$ cat src/rtl/lcd_spi_tx_if.sv
// rtl/lcd_spi_tx_if.sv - word handshake bundle between LCD sequencers and lcd_spi_tx
//
// Purpose: carries one command/data word per valid/ready handshake plus the
// burst release pulse.
// Signals:
//   tx_data    word to send (only [7:0] used when tx_wide=0)
//   tx_dc      D/C level for this word (0 = command, 1 = data)
//   tx_wide    1 = DATA_W-bit word, 0 = 8-bit word
//   tx_last    1 = release CS after this word
//   tx_valid   word offered by the producer
//   tx_ready   engine can accept a word
//   cs_release pulse that closes an open burst without a word
// Modports: master = producer (sequencer), slave = engine.

interface lcd_spi_tx_if #(
  parameter int DATA_W = 16
);
  logic [DATA_W-1:0] tx_data;
  logic              tx_dc;
  logic              tx_wide;
  logic              tx_last;
  logic              tx_valid;
  logic              tx_ready;
  logic              cs_release;

  modport master (
    output tx_data, tx_dc, tx_wide, tx_last, tx_valid, cs_release,
    input  tx_ready
  );

  modport slave (
    input  tx_data, tx_dc, tx_wide, tx_last, tx_valid, cs_release,
    output tx_ready
  );
endinterface

$ cat src/rtl/lcd_spi_tx.sv
// rtl/lcd_spi_tx.sv - SPI write engine for ST7735-class LCD controllers
//
// Purpose: serialises one 8- or DATA_W-bit word per handshake onto cs/dc/sclk/mosi
// with a programmable half-period, SPI mode and bit order. CS stays low across
// a burst until a word tagged last is sent or cs_release closes the burst.
// Ports:
//   sys_clk, sys_rst_n  clock, asynchronous active-low reset
//   tx                  word handshake (lcd_spi_tx_if slave modport)
//   busy                high in every state except IDLE
//   wr_done             one-cycle pulse at the end of each word
//   cs, dc, sclk, mosi  panel pins (cs active low)

module lcd_spi_tx #(
  parameter int   DATA_W    = 16,
  parameter int   DIV       = 3,
  parameter logic CPOL      = 1'b0,
  parameter logic CPHA      = 1'b0,
  parameter logic LSB_FIRST = 1'b0,
  parameter int   CS_GAP    = 2
) (
  input  logic        sys_clk,
  input  logic        sys_rst_n,
  lcd_spi_tx_if.slave tx,
  output logic        busy,
  output logic        wr_done,
  output logic        cs,
  output logic        dc,
  output logic        sclk,
  output logic        mosi
);

  localparam logic [2:0] S_IDLE  = 3'd0;
  localparam logic [2:0] S_SETUP = 3'd1;
  localparam logic [2:0] S_SHIFT = 3'd2;
  localparam logic [2:0] S_HOLD  = 3'd3;
  localparam logic [2:0] S_BURST = 3'd4;
  localparam logic [2:0] S_GAP   = 3'd5;

  localparam int CMAX = (DIV > CS_GAP) ? DIV : CS_GAP;
  localparam int CW   = $clog2(CMAX + 1);
  localparam int EW   = $clog2(2 * DATA_W + 1);

  localparam logic [CW-1:0] DIV_LAST = CW'(DIV - 1);
  localparam logic [CW-1:0] GAP_LAST = CW'((CS_GAP > 0) ? CS_GAP - 1 : 0);

  logic [2:0]        state;
  logic [CW-1:0]     cnt;
  logic [EW-1:0]     ecnt;
  logic [DATA_W-1:0] sh;
  logic              lat_wide;
  logic              lat_last;

  logic              accept;
  logic              div_tick;
  logic [EW-1:0]     edge_k;
  logic [EW-1:0]     edge_last;
  logic [DATA_W-1:0] data_lo;
  logic [DATA_W-1:0] sh_init;
  logic [DATA_W-1:0] init_rest;
  logic [DATA_W-1:0] sh_rest;
  logic              init_bit;
  logic              sh_bit;

  assign tx.tx_ready = (state == S_IDLE) || (state == S_BURST);
  assign busy        = (state != S_IDLE);
  assign accept      = tx.tx_valid && tx.tx_ready;
  assign div_tick    = (cnt == DIV_LAST);
  assign edge_k      = ecnt + EW'(1);
  assign edge_last   = lat_wide ? EW'(2 * DATA_W) : EW'(16);
  assign data_lo     = DATA_W'(tx.tx_data[7:0]);

  // The shift register is normalised so the next bit to send always sits at
  // one fixed end: bit 0 for LSB-first, bit DATA_W-1 for MSB-first. Narrow
  // MSB-first words are therefore left-justified.
  always_comb begin
    if (tx.tx_wide)     sh_init = tx.tx_data;
    else if (LSB_FIRST) sh_init = data_lo;
    else                sh_init = data_lo << (DATA_W - 8);
  end

  assign init_bit  = LSB_FIRST ? sh_init[0] : sh_init[DATA_W-1];
  assign init_rest = LSB_FIRST ? (sh_init >> 1) : (sh_init << 1);
  assign sh_bit    = LSB_FIRST ? sh[0] : sh[DATA_W-1];
  assign sh_rest   = LSB_FIRST ? (sh >> 1) : (sh << 1);

  always_ff @(posedge sys_clk or negedge sys_rst_n) begin
    if (!sys_rst_n) begin
      state    <= S_IDLE;
      cnt      <= '0;
      ecnt     <= '0;
      sh       <= '0;
      lat_wide <= 1'b0;
      lat_last <= 1'b0;
      cs       <= 1'b1;
      dc       <= 1'b0;
      sclk     <= CPOL;
      mosi     <= 1'b0;
      wr_done  <= 1'b0;
    end else begin
      wr_done <= 1'b0;
      cnt     <= cnt + CW'(1);
      if (accept) begin
        // Acceptance from IDLE or BURST; cs simply stays low in a burst.
        state    <= S_SETUP;
        cnt      <= '0;
        ecnt     <= '0;
        cs       <= 1'b0;
        dc       <= tx.tx_dc;
        sclk     <= CPOL;
        lat_wide <= tx.tx_wide;
        lat_last <= tx.tx_last;
        if (!CPHA) begin
          // Mode 0/2: first bit must be on the wire before the leading edge.
          mosi <= init_bit;
          sh   <= init_rest;
        end else begin
          sh   <= sh_init;
        end
      end else begin
        case (state)
          S_IDLE: cnt <= '0;
          S_SETUP, S_SHIFT: begin
            if (div_tick) begin
              cnt  <= '0;
              sclk <= ~sclk;
              ecnt <= edge_k;
              // CPHA=1 drives on leading (odd) edges; CPHA=0 drives on trailing
              // (even) edges except the final one, after which mosi holds.
              if (CPHA ? edge_k[0] : (!edge_k[0] && (edge_k != edge_last))) begin
                mosi <= sh_bit;
                sh   <= sh_rest;
              end
              state <= (edge_k == edge_last) ? S_HOLD : S_SHIFT;
            end
          end
          S_HOLD: begin
            if (div_tick) begin
              cnt     <= '0;
              wr_done <= 1'b1;
              if (lat_last) begin
                cs    <= 1'b1;
                state <= (CS_GAP == 0) ? S_IDLE : S_GAP;
              end else begin
                state <= S_BURST;
              end
            end
          end
          S_BURST: begin
            cnt <= '0;
            if (tx.cs_release) begin
              cs    <= 1'b1;
              state <= S_GAP;
            end
          end
          S_GAP: begin
            if (cnt == GAP_LAST) begin
              cnt   <= '0;
              state <= S_IDLE;
            end
          end
          default: begin
            cnt   <= '0;
            cs    <= 1'b1;
            state <= S_IDLE;
          end
        endcase
      end
    end
  end

endmodule
$ cat src/flat_wrapper.sv
// flat-port wrapper written by rule: the top's interface ports become plain ports
module lcd_spi_tx_flat 
#(
  parameter int   DATA_W    = 16,
  parameter int   DIV       = 3,
  parameter logic CPOL      = 1'b0,
  parameter logic CPHA      = 1'b0,
  parameter logic LSB_FIRST = 1'b0,
  parameter int   CS_GAP    = 2
)
  (sys_clk, sys_rst_n, busy, wr_done, cs, dc, sclk, mosi, tx_tx_data, tx_tx_dc, tx_tx_wide, tx_tx_last, tx_tx_valid, tx_cs_release, tx_tx_ready);
  lcd_spi_tx_if #(.DATA_W(DATA_W)) tx_i ();
  input  logic sys_clk;
  input  logic sys_rst_n;
  output logic busy;
  output logic wr_done;
  output logic cs;
  output logic dc;
  output logic sclk;
  output logic mosi;
  input wire logic [$bits(tx_i.tx_data)-1:0] tx_tx_data;
  input wire logic [$bits(tx_i.tx_dc)-1:0] tx_tx_dc;
  input wire logic [$bits(tx_i.tx_wide)-1:0] tx_tx_wide;
  input wire logic [$bits(tx_i.tx_last)-1:0] tx_tx_last;
  input wire logic [$bits(tx_i.tx_valid)-1:0] tx_tx_valid;
  input wire logic [$bits(tx_i.cs_release)-1:0] tx_cs_release;
  output wire logic [$bits(tx_i.tx_ready)-1:0] tx_tx_ready;
  assign tx_i.tx_data = tx_tx_data;
  assign tx_i.tx_dc = tx_tx_dc;
  assign tx_i.tx_wide = tx_tx_wide;
  assign tx_i.tx_last = tx_tx_last;
  assign tx_i.tx_valid = tx_tx_valid;
  assign tx_i.cs_release = tx_cs_release;
  assign tx_tx_ready = tx_i.tx_ready;
  lcd_spi_tx #(.DATA_W(DATA_W), .DIV(DIV), .CPOL(CPOL), .CPHA(CPHA), .LSB_FIRST(LSB_FIRST), .CS_GAP(CS_GAP)) u_core (.sys_clk(sys_clk), .sys_rst_n(sys_rst_n), .tx(tx_i), .busy(busy), .wr_done(wr_done), .cs(cs), .dc(dc), .sclk(sclk), .mosi(mosi));
endmodule
$ cat config.mk
export PLATFORM = sky130hd
export DESIGN_NAME = lcd_spi_tx_flat
export DESIGN_NICKNAME = d
export VERILOG_FILES = /design/src/rtl/lcd_spi_tx_if.sv /design/src/rtl/lcd_spi_tx.sv /design/src/flat_wrapper.sv
export SDC_FILE = /design/constraint.sdc
export NUM_CORES = 1
export LEC_CHECK = 0
export CAP_MARGIN = 5
export CORE_ASPECT_RATIO = 0.5
export CORE_MARGIN = 8
export CORE_UTILIZATION = 50
export CTS_CLUSTER_DIAMETER = 80
export DETAILED_ROUTE_END_ITERATION = 6
export PLACE_DENSITY_LB_ADDON = 0.25
export RECOVER_POWER = 100
export SYNTH_ARGS = -nofsm -noshare
export SYNTH_HDL_FRONTEND = slang
export SYNTH_SLANG_ARGS = --single-unit
$ cat constraint.sdc
create_clock -name sys_clk -period 5.5 [get_ports sys_clk]
set_input_delay 0.55 -clock sys_clk [delete_from_list [all_inputs] [get_ports sys_clk]]
set_output_delay 0.55 -clock sys_clk [all_outputs]
set_load 0.005 [all_outputs]
==> results.json, run 1 <==
{
  "port-buffer-count": 29,
  "violations": "capacitance limit, slew limit",
  "path_class": "flip-flop to flip-flop",
  "hold_viol": 0,
  "nets": 252,
  "drt-pass1-iter-count": 4,
  "p_per_area_nw_per_um2": 425,
  "worstMarginPinSlew_ns": 1.76,
  "muxShareOfSynthArea_pct": 4.13,
  "worst_setup_path_end_kind": "flip-flop",
  "ios": 30,
  "coreArea_sq_um": 3800,
  "first_global_vias": 1548,
  "synth_edf_count": 0,
  "dp_hpwl_mm": 2.95,
  "place_congestion": 0.899,
  "max_freq_ghz": 0.324,
  "avgSynthCellArea_sq_um": 9.32,
  "clk_pin_slew_worst_paths_ns": 0.06,
  "track_usage_pct": 14.7,
  "htree_levels": 2,
  "yosysTopAreaCellShare_pct": 41.3,
  "ctsResizeCount": 0,
  "ys_warn_count": 0,
  "hold_buffers": 0,
  "grt_pass1_wl_mm": 7.40,
  "n_antenna_cell": 0,
  "fp.dieH_um": 60.0,
  "cp_data_arrival_time_ns": 3.31,
  "dieArea_sq_um": 6250,
  "ys_ff_latch": 33,
  "cts_tree": "yes",
  "hold_path.class": "flip-flop to flip-flop",
  "netlist_area_sq_um": 1940,
  "synthArstFlopShare_pct": 100,
  "crit_path_start_kind": "flip-flop",
  "synth.most_common_cell": "dfrtp_1",
  "drive_gt1_share_pct": 5.68,
  "peakVddDrop_mv": 0.183,
  "grt_max_degree": 38,
  "stdcell_area_sq_um": 2290,
  "worstPathRequired_ns": 5.72,
  "wl_mm": 4.24,
  "clock_sinks": 33,
  "start_util_pct": 51.0,
  "die_x_um": 104,
  "ant_nets": 0,
  "fillers": 339,
  "outcome": "complete, but fails checks",
  "synth_simple_gate_area_share_pct": 27.7,
  "drc_errors": 0,
  "overflow": 0,
  "cts_buffers": 5,
  "synth-adder-area-share_pct": 0.646,
  "min_period_ns": 3.09,
  "vias": 1589,
  "drv_cap": 1,
  "dpl_cell_area_sq_um": 2210,
  "synthTopCellsByArea": "dfrtp_1 41%, nand2_1 5.0%, a311o_1 4.1%",
  "cts_root_buf": "clkbuf_8",
  "drtIter0Drc": 61,
  "antenna_found_initial": 0,
  "ys_types": 47,
  "insertion_delay_ns": 0.28,
  "cts_max_path_buffers": 2,
  "netlist_instances": 208,
  "rows": 16,
  "ys_seq_area_share_pct": 42.7,
  "syn_nets": 232,
  "yosysTopAreaCell": "dfrtp_1",
  "wire_per_inst_um": 15.0,
  "synthXorXnorAreaFrac_pct": 1.36,
  "yosys_most_used_dff": "dfrtp_1",
  "synth_compound_area_share_pct": 18.3,
  "synth_top_family_by_area": "simple AND/OR/NAND/NOR gates",
  "crit_fanout": 16,
  "rsz0062_at_grt": "no",
  "leakagePower_nw": 0.992,
  "syn2layout_area_growth_pct": 18.1,
  "setup_tns_ns": 0,
  "drv_slew": 34,
  "slew_headroom_pct": -17.7,
  "viasPerCell": 5.61,
  "setup_viol": 0,
  "period_share_pct": 56.2,
  "synthTopCellsByCount": "32 x dfrtp_1, 26 x nand2_1, 18 x nor2_1",
  "finClkSkew_ns": 0.00265,
  "cts_setup_buffers": 0
}
## kinds of logic after synthesis
group	after synthesis
and+or+nand+nor	98
muxes	8
AOI/OAI and AO/OA	45
DFF	33
adders and majority gates	1
buffers and inverters	20
xor gates and xnor gates	3
## cell usage in the layout (no fill, tap or decap), drive strengths merged, types with 7 or more instances in the layout
cell type,n
dfrtp,32
nand2,26
clkdlybuf4s50,21
nor2,18
nor3,12
and2,9
clkbuf,9
a21oi,8
mux2i,8
a311o,8
dlygate4sd3,8
o21ai,8
nor3b,7
a221o,7
## worst paths after layout
check	from	end	slack, ns	cells past startpoint
min reg2reg	u_core.dc	u_core.dc	0.48	2
max in group asynchronous	sys_rst_n	u_core.sh[8]	3.22	2
max reg2reg	u_core.ecnt[0]	u_core.sh[14]	2.41	6
min	u_core.dc	u_core.dc	0.48	2
max	u_core.ecnt[0]	u_core.sh[14]	2.41	6
min in group asynchronous	sys_rst_n	u_core.sh[5]	1.26	2
## sequential cells by signal, summed over array words and instances, names as in the netlist
name / flops
u_core.cnt: 2
u_core.cs: 1
u_core.dc: 1
u_core.ecnt: 6
u_core.lat_last: 1
u_core.lat_wide: 1
u_core.mosi: 1
u_core.sclk: 1
u_core.sh: 15
u_core.state: 3
u_core.wr_done: 1
## layout make-up
class,instances,area (sq um),area share (%)
clock buffer,8,80.1,3.50
timing repair buffer,30,294,12.8
multi-input combinational,155,1010,44.1
tap,54,67.6,2.95
sequential,33,827,36.1
inverter,3,11.3,0.492
## metal layers
metal,vias to the layer above,track usage [%],share of wire (%)
met1,753,18.3,49
met2,30,24.1,45
met3,8,4.41,4.5
met5,-,0,0
met4,0,4.89,1.1
li1,798,-,-
## power by group
part / leakage (nW) / switching, mW / total, mW / internal (mW)
combinational: 0.527 / 0.181 / 0.373 / 0.192
clock: 0.0395 / 0.0857 / 0.176 / 0.0899
sequential: 0.425 / 0.0849 / 0.425 / 0.340
## worst max-delay path, stage by stage (launching register included)
cell     delay (ns)
dfrtp_1        0.58
ha_1           0.37
a21oi_1        0.06
o21ai_0        0.22
nor4b_4        0.74
or2_0          0.77
a311o_1        0.28
## stage by stage
step / worst slack, ns / hold slack, ns / total power, mW / cells / util, %
4_1_cts: 2.69 / 0.483 / 0.991 / 283 / 60.3
2_1_floorplan: 3.32 / 0.254 / 0.693 / 208 / -
3_5_place_dp: 2.68 / 0.466 / 0.810 / 275 / 58.2
5_1_grt: 2.10 / 0.520 / 1.06 / 283 / 60.2
6_report: 2.41 / 0.476 / 0.974 / 283 / 60.2
3_3_place_gp: 2.73 / 0.458 / 0.800 / 275 / 58.2
No activity file was read; power rests on OpenSTA's default activity.
==> run 2: changes to the inputs <==
Clock period 5.5 ns to 3 ns, I/O delays scaled along.
==> run 2 against run 1 <==
  * The flow still finishes with violations (capacitance limit, slew limit)
  * Cell count rose by 1.4%
  * Via count rose by 3.8%
  * Clock power grew 81%
  * Sequential share of layout area shrank 0.39 points
  * Largest power group unchanged
  * Clock-buffer cell count fell by 2
  * Combinational power rose by 84%
==> results.json, run 2 (same netlist as run 1, synthesis figures left out) <==
{
  "crit_family": "compound AO/OA/AOI/OAI gates",
  "startpoint": "u_core.ecnt[0]",
  "ant_nets": 0,
  "n_antenna_cell": 0,
  "drive_gt1_share_pct": 7.30,
  "first_global_vias": 1623,
  "grt_use_met1_pct": 17.7,
  "cts_tree": "yes",
  "cts_buffers": 5,
  "cp_num_cells": 6,
  "cpPeakStageDelay_ns": 0.58,
  "power.total_mw": 1.78,
  "r2r.worst_path.cells": 6,
  "ctsResizeCount": 0,
  "fp.dieH_um": 60.0,
  "hold_path.class": "flip-flop to flip-flop",
  "nets": 256,
  "max_freq_ghz": 0.367,
  "utilization_pct": 60.9,
  "cp_data_arrival_time_ns": 2.88,
  "clk_pin_slew_worst_paths_ns": 0.07,
  "viasPerCell": 5.75,
  "htree_levels": 2,
  "path_class": "flip-flop to flip-flop",
  "fillers": 351,
  "pwr-share-seq_pct": 43.7,
  "largest_reg_flops": 15,
  "worstMarginPinSlew_ns": 1.78,
  "setup_viol": 0,
  "hold_viol": 0,
  "hold_ws_ns": 0.479,
  "cp_num_buf_inv": 0,
  "cpMaxStageDelayCell": "dfrtp_1",
  "hold_buffers": 0,
  "min_from": "u_core.dc",
  "rows": 16,
  "worstPathRequired_ns": 3.16,
  "combPwrFrac_pct": 38.5,
  "die_x_um": 104,
  "p_sw_share_pct": 36.0,
  "antenna_found_initial": 0,
  "final_cell_mix": "32 x dfrtp_1, 26 x nand2_1, 21 x clkdlybuf4s50_1",
  "drtIter0Drc": 66,
  "grt_pass1_wl_mm": 7.45,
  "layout_commonest_cell": "dfrtp_1",
  "p_int_mw": 1.14,
  "slew_headroom_pct": -18.7,
  "r2r_end": "u_core.sh[11]",
  "violations": "capacitance limit, slew limit",
  "leakagePower_nw": 1.01,
  "cts_root_buf": "clkbuf_8",
  "crit_fanout": 16,
  "coreArea_sq_um": 3800,
  "peakVddDrop_mv": 0.337,
  "worstReg2RegStart": "u_core.ecnt[0]",
  "ios": 30,
  "cts_max_path_buffers": 2,
  "period_share_pct": 90.8,
  "regToRegSetupSlack_ns": 0.28,
  "outcome": "complete, but fails checks",
  "vias": 1650,
  "insertion_delay_ns": 0.28,
  "finClkSkew_ns": 0.00786,
  "wire_per_inst_um": 14.8,
  "dp_hpwl_mm": 3.06,
  "port-buffer-count": 29,
  "crit_end": "u_core.sh[11]",
  "clkPwrFrac_pct": 17.8,
  "track_usage_pct": 14.6,
  "drv_cap": 1,
  "clock_sinks": 33,
  "cp_cell_sequence": "ha_1, and3_1, a211oi_1, o311a_4, or2_1, a311o_1",
  "grt.busiest_layer": "met2",
  "min_period_ns": 2.72,
  "drt-pass1-iter-count": 5,
  "start_util_pct": 51.0,
  "cts_setup_buffers": 0,
  "regMostFlops": "u_core.sh",
  "holdPathStages": 2,
  "p_per_area_nw_per_um2": 771,
  "drc_errors": 0,
  "dieArea_sq_um": 6250,
  "rsz0062_at_grt": "no",
  "drv_slew": 34,
  "reg_top3": "u_core.sh x15, u_core.ecnt x6, u_core.state x3",
  "syn2layout_area_growth_pct": 19.4,
  "place_congestion": 0.901,
  "grt_max_degree": 34,
  "overflow": 0,
  "crit_path_start_kind": "flip-flop",
  "wl_mm": 4.24,
  "switchingPower_mw": 0.642,
  "use_met2_pct": 24.5,
  "grtUsageMet3_pct": 4.41,
  "setup_tns_ns": 0,
  "worst_setup_path_end_kind": "flip-flop"
}
[run 2: cell count changes in the layout (fill, tap and decap cells not counted), sizes merged]
cell | before | now
buf | 0 | 2
clkinv | 0 | 2
[run 2: cell type report]
type / instances / area [sq um] / area share, %
inverters: 3 / 11.3 / 0.486
multi-input cells: 155 / 1010 / 43.6
clock buffers: 6 / 72.6 / 3.14
flip-flops and latches: 33 / 827 / 35.7
repair buffers: 34 / 317 / 13.7
well taps: 54 / 67.6 / 2.92
clock inverters: 2 / 10.0 / 0.432
[run 2: stage by stage]
step / instances / setup slack, ns / instance area, sq um
after global routing: 287 / 0.139 / 2310
after detailed placement: 279 / 0.316 / 2240
final: 287 / 0.276 / 2310
after CTS: 287 / 0.289 / 2330
after floorplan: 208 / 0.818 / 1940
after global placement: 279 / 0.399 / 2240
[run 2: how the worst min path moves through the flow]
stage	end	slack, ns
global route	u_core.dc	0.52
CTS	u_core.ecnt[0]	0.43
finish	u_core.dc	0.48
global placement	u_core.dc	0.46
detailed placement	u_core.dc	0.47
floorplan	u_core.cnt[0]	0.004
[run 2: layer usage]
| layer | share of wire (%) | wire length [um] |
|---|---|---|
| met3 | 4.9 | 207 |
| met1 | 46 | 1930 |
| met4 | 0.92 | 39 |
| met2 | 49 | 2060 |
| met5 | 0 | 0 |
[run 2: worst reg2reg max path, cell delays in order, from the launching register on]
cell	delay [ns]
dfrtp_1	0.58
ha_1	0.36
and3_1	0.22
a211oi_1	0.08
o311a_4	0.48
or2_1	0.46
a311o_1	0.43
[run 2: power groups by stage]
stage | clock network, mW | logic (mW) | registers [mW]
finish | 0.318 | 0.687 | 0.779
global route | 0.353 | 0.778 | 0.808
CTS | 0.329 | 0.721 | 0.777
detailed placement | 0 | 0.717 | 0.783
global placement | 0 | 0.705 | 0.779
floorplan | 0 | 0.559 | 0.711
==> run 3: changes to the inputs <==
Settings changed: CORE_UTILIZATION 50 to 30, SLEW_MARGIN from default to 20.
==> run 3 against run 2 <==
  * The run now ends clean
  * Wire length is 10% higher
  * Total power grew 17%
  * Clock skew about the same
  * Largest power group unchanged
  * Highest routed layer unchanged
  * Cell area rose by 6.2%
==> results.json, run 3 (same netlist as run 1, synthesis figures left out) <==
{
  "wl_mm": 4.67,
  "grt_max_degree": 27,
  "insertion_delay_ns": 0.28,
  "cp_num_cells": 6,
  "worstPathRequired_ns": 3.16,
  "drc_errors": 0,
  "syn2layout_area_growth_pct": 26.9,
  "hold_buffers": 0,
  "cts_tree": "yes",
  "max_freq_ghz": 0.383,
  "largest_reg_flops": 15,
  "vias": 1655,
  "hold_viol": 0,
  "grt_pass1_wl_mm": 8.08,
  "peakVddDrop_mv": 0.245,
  "drt-pass1-iter-count": 4,
  "start_util_pct": 31.5,
  "regToRegSetupSlack_ns": 0.39,
  "layout_commonest_cell": "dfrtp_1",
  "rsz0062_at_grt": "no",
  "n_antenna_cell": 0,
  "port-buffer-count": 29,
  "setup_tns_ns": 0,
  "worstReg2RegStart": "u_core.ecnt[1]",
  "hold_ws_ns": 0.438,
  "dp_hpwl_mm": 3.46,
  "coreArea_sq_um": 6160,
  "r2r.worst_path.cells": 6,
  "period_share_pct": 87.1,
  "htree_levels": 2,
  "crit_end": "u_core.sh[15]",
  "clk_pin_slew_worst_paths_ns": 0.06,
  "die_x_um": 130,
  "regMostFlops": "u_core.sh",
  "path_class": "flip-flop to flip-flop",
  "drtIter0Drc": 60,
  "reg_top3": "u_core.sh x15, u_core.ecnt x6, u_core.state x3",
  "slew_headroom_pct": 34.6,
  "crit_family": "compound AO/OA/AOI/OAI gates",
  "fp.dieH_um": 72.8,
  "ctsResizeCount": 0,
  "antenna_found_initial": 0,
  "clock_sinks": 33,
  "setup_viol": 0,
  "ant_nets": 0,
  "dieArea_sq_um": 9440,
  "place_congestion": 0.838,
  "place_inst": 315,
  "nets": 258,
  "drv_slew": 0,
  "cpPeakStageDelay_ns": 0.49,
  "crit_fanout": 16,
  "drv_cap": 0,
  "track_usage_pct": 10.7,
  "fillers": 648,
  "ios": 30,
  "rows": 20,
  "cp_cell_sequence": "ha_1, and3_1, a211oi_1, o311a_4, or2_1, a311o_1",
  "cts_root_buf": "clkbuf_16",
  "cts_setup_buffers": 0,
  "drive_gt1_share_pct": 7.66,
  "stdcell_count": 323,
  "outcome": "complete, no violations",
  "r2r_end": "u_core.sh[15]",
  "cts_buffers": 5,
  "viasPerCell": 5.12,
  "wire_per_inst_um": 14.5,
  "overflow": 0,
  "worst_setup_path_end_kind": "flip-flop",
  "cts_max_path_buffers": 2,
  "cpMaxStageDelayCell": "dfrtp_1",
  "startpoint": "u_core.ecnt[1]",
  "utilization_pct": 39.9,
  "min_period_ns": 2.61,
  "worstMarginPinSlew_ns": 0.981,
  "final_cell_mix": "32 x dfrtp_1, 26 x nand2_1, 21 x clkdlybuf4s50_1",
  "setup_ws_ns": 0.386,
  "cp_num_buf_inv": 0,
  "leakagePower_nw": 1.06,
  "finClkSkew_ns": 0.00811,
  "seq_area_sq_um": 827,
  "crit_path_start_kind": "flip-flop",
  "multi_input_area_sq_um": 1010,
  "dp_slack_ns": 0.394,
  "cp_data_arrival_time_ns": 2.77,
  "first_global_vias": 1609,
  "hold_path.class": "input port to async pin",
  "p_per_area_nw_per_um2": 847
}
==> run 3: cell count changes in the layout (fill, tap and decap cells not counted) <==
cell | previous run | this run
and2_0 | 6 | 1
clkinv_2 | 2 | 0
clkbuf_16 | 0 | 5
and2_1 | 3 | 8
clkbuf_1 | 4 | 5
buf_4 | 2 | 3
bufinv_16 | 0 | 1
clkbuf_8 | 5 | 1
==> run 3: report_power, final <==
part	switching, mW	total, mW	internal (mW)
registers	0.144	0.769	0.625
logic	0.351	0.717	0.366
clock network	0.183	0.597	0.414
==> run 3: final cells by class <==
type / instances / area share (%)
multi-input combinational: 155 / 41.1
sequential: 33 / 33.6
timing repair buffer: 36 / 13.3
clock buffer: 7 / 5.80
tap: 88 / 4.48
clock inverter: 1 / 1.22
inverter: 3 / 0.458
==> run 3: how the worst min path moves through the flow <==
stage | start | end | slack, ns | cells past startpoint
floorplan | sys_rst_n | u_core.cnt[0] | 0.004 | 0
global placement | u_core.dc | u_core.dc | 0.46 | 2
detailed placement | u_core.dc | u_core.dc | 0.47 | 2
CTS | sys_rst_n | u_core.sh[10] | 0.39 | 1
global route | sys_rst_n | u_core.sh[10] | 0.49 | 1
finish | sys_rst_n | u_core.sh[10] | 0.44 | 1
==> run 3: per-layer routing <==
metal | routed length [um] | part of all wire [%] | GRT usage, %
met1 | 2260 | 48 | 14.2
met2 | 2120 | 45 | 16.0
met3 | 206 | 4.4 | 2.92
met4 | 91 | 1.9 | 4.21
met5 | 0 | 0 | 0
==> run 3: per-stage QoR <==
| stage | total power [mW] | instance area [sq um] |
|---|---|---|
| 2_1_floorplan | 1.27 | 1940 |
| 6_report | 2.08 | 2460 |
| 3_5_place_dp | 1.53 | 2300 |
| 4_1_cts | 2.13 | 2470 |
| 3_3_place_gp | 1.51 | 2300 |
| 5_1_grt | 2.24 | 2460 |
==> run 3: worst register-to-register path, cell delays in order, from the launching register on <==
cell	delay [ns]
dfrtp_1	0.49
ha_1	0.33
and3_1	0.21
a211oi_1	0.07
o311a_4	0.48
or2_1	0.47
a311o_1	0.44
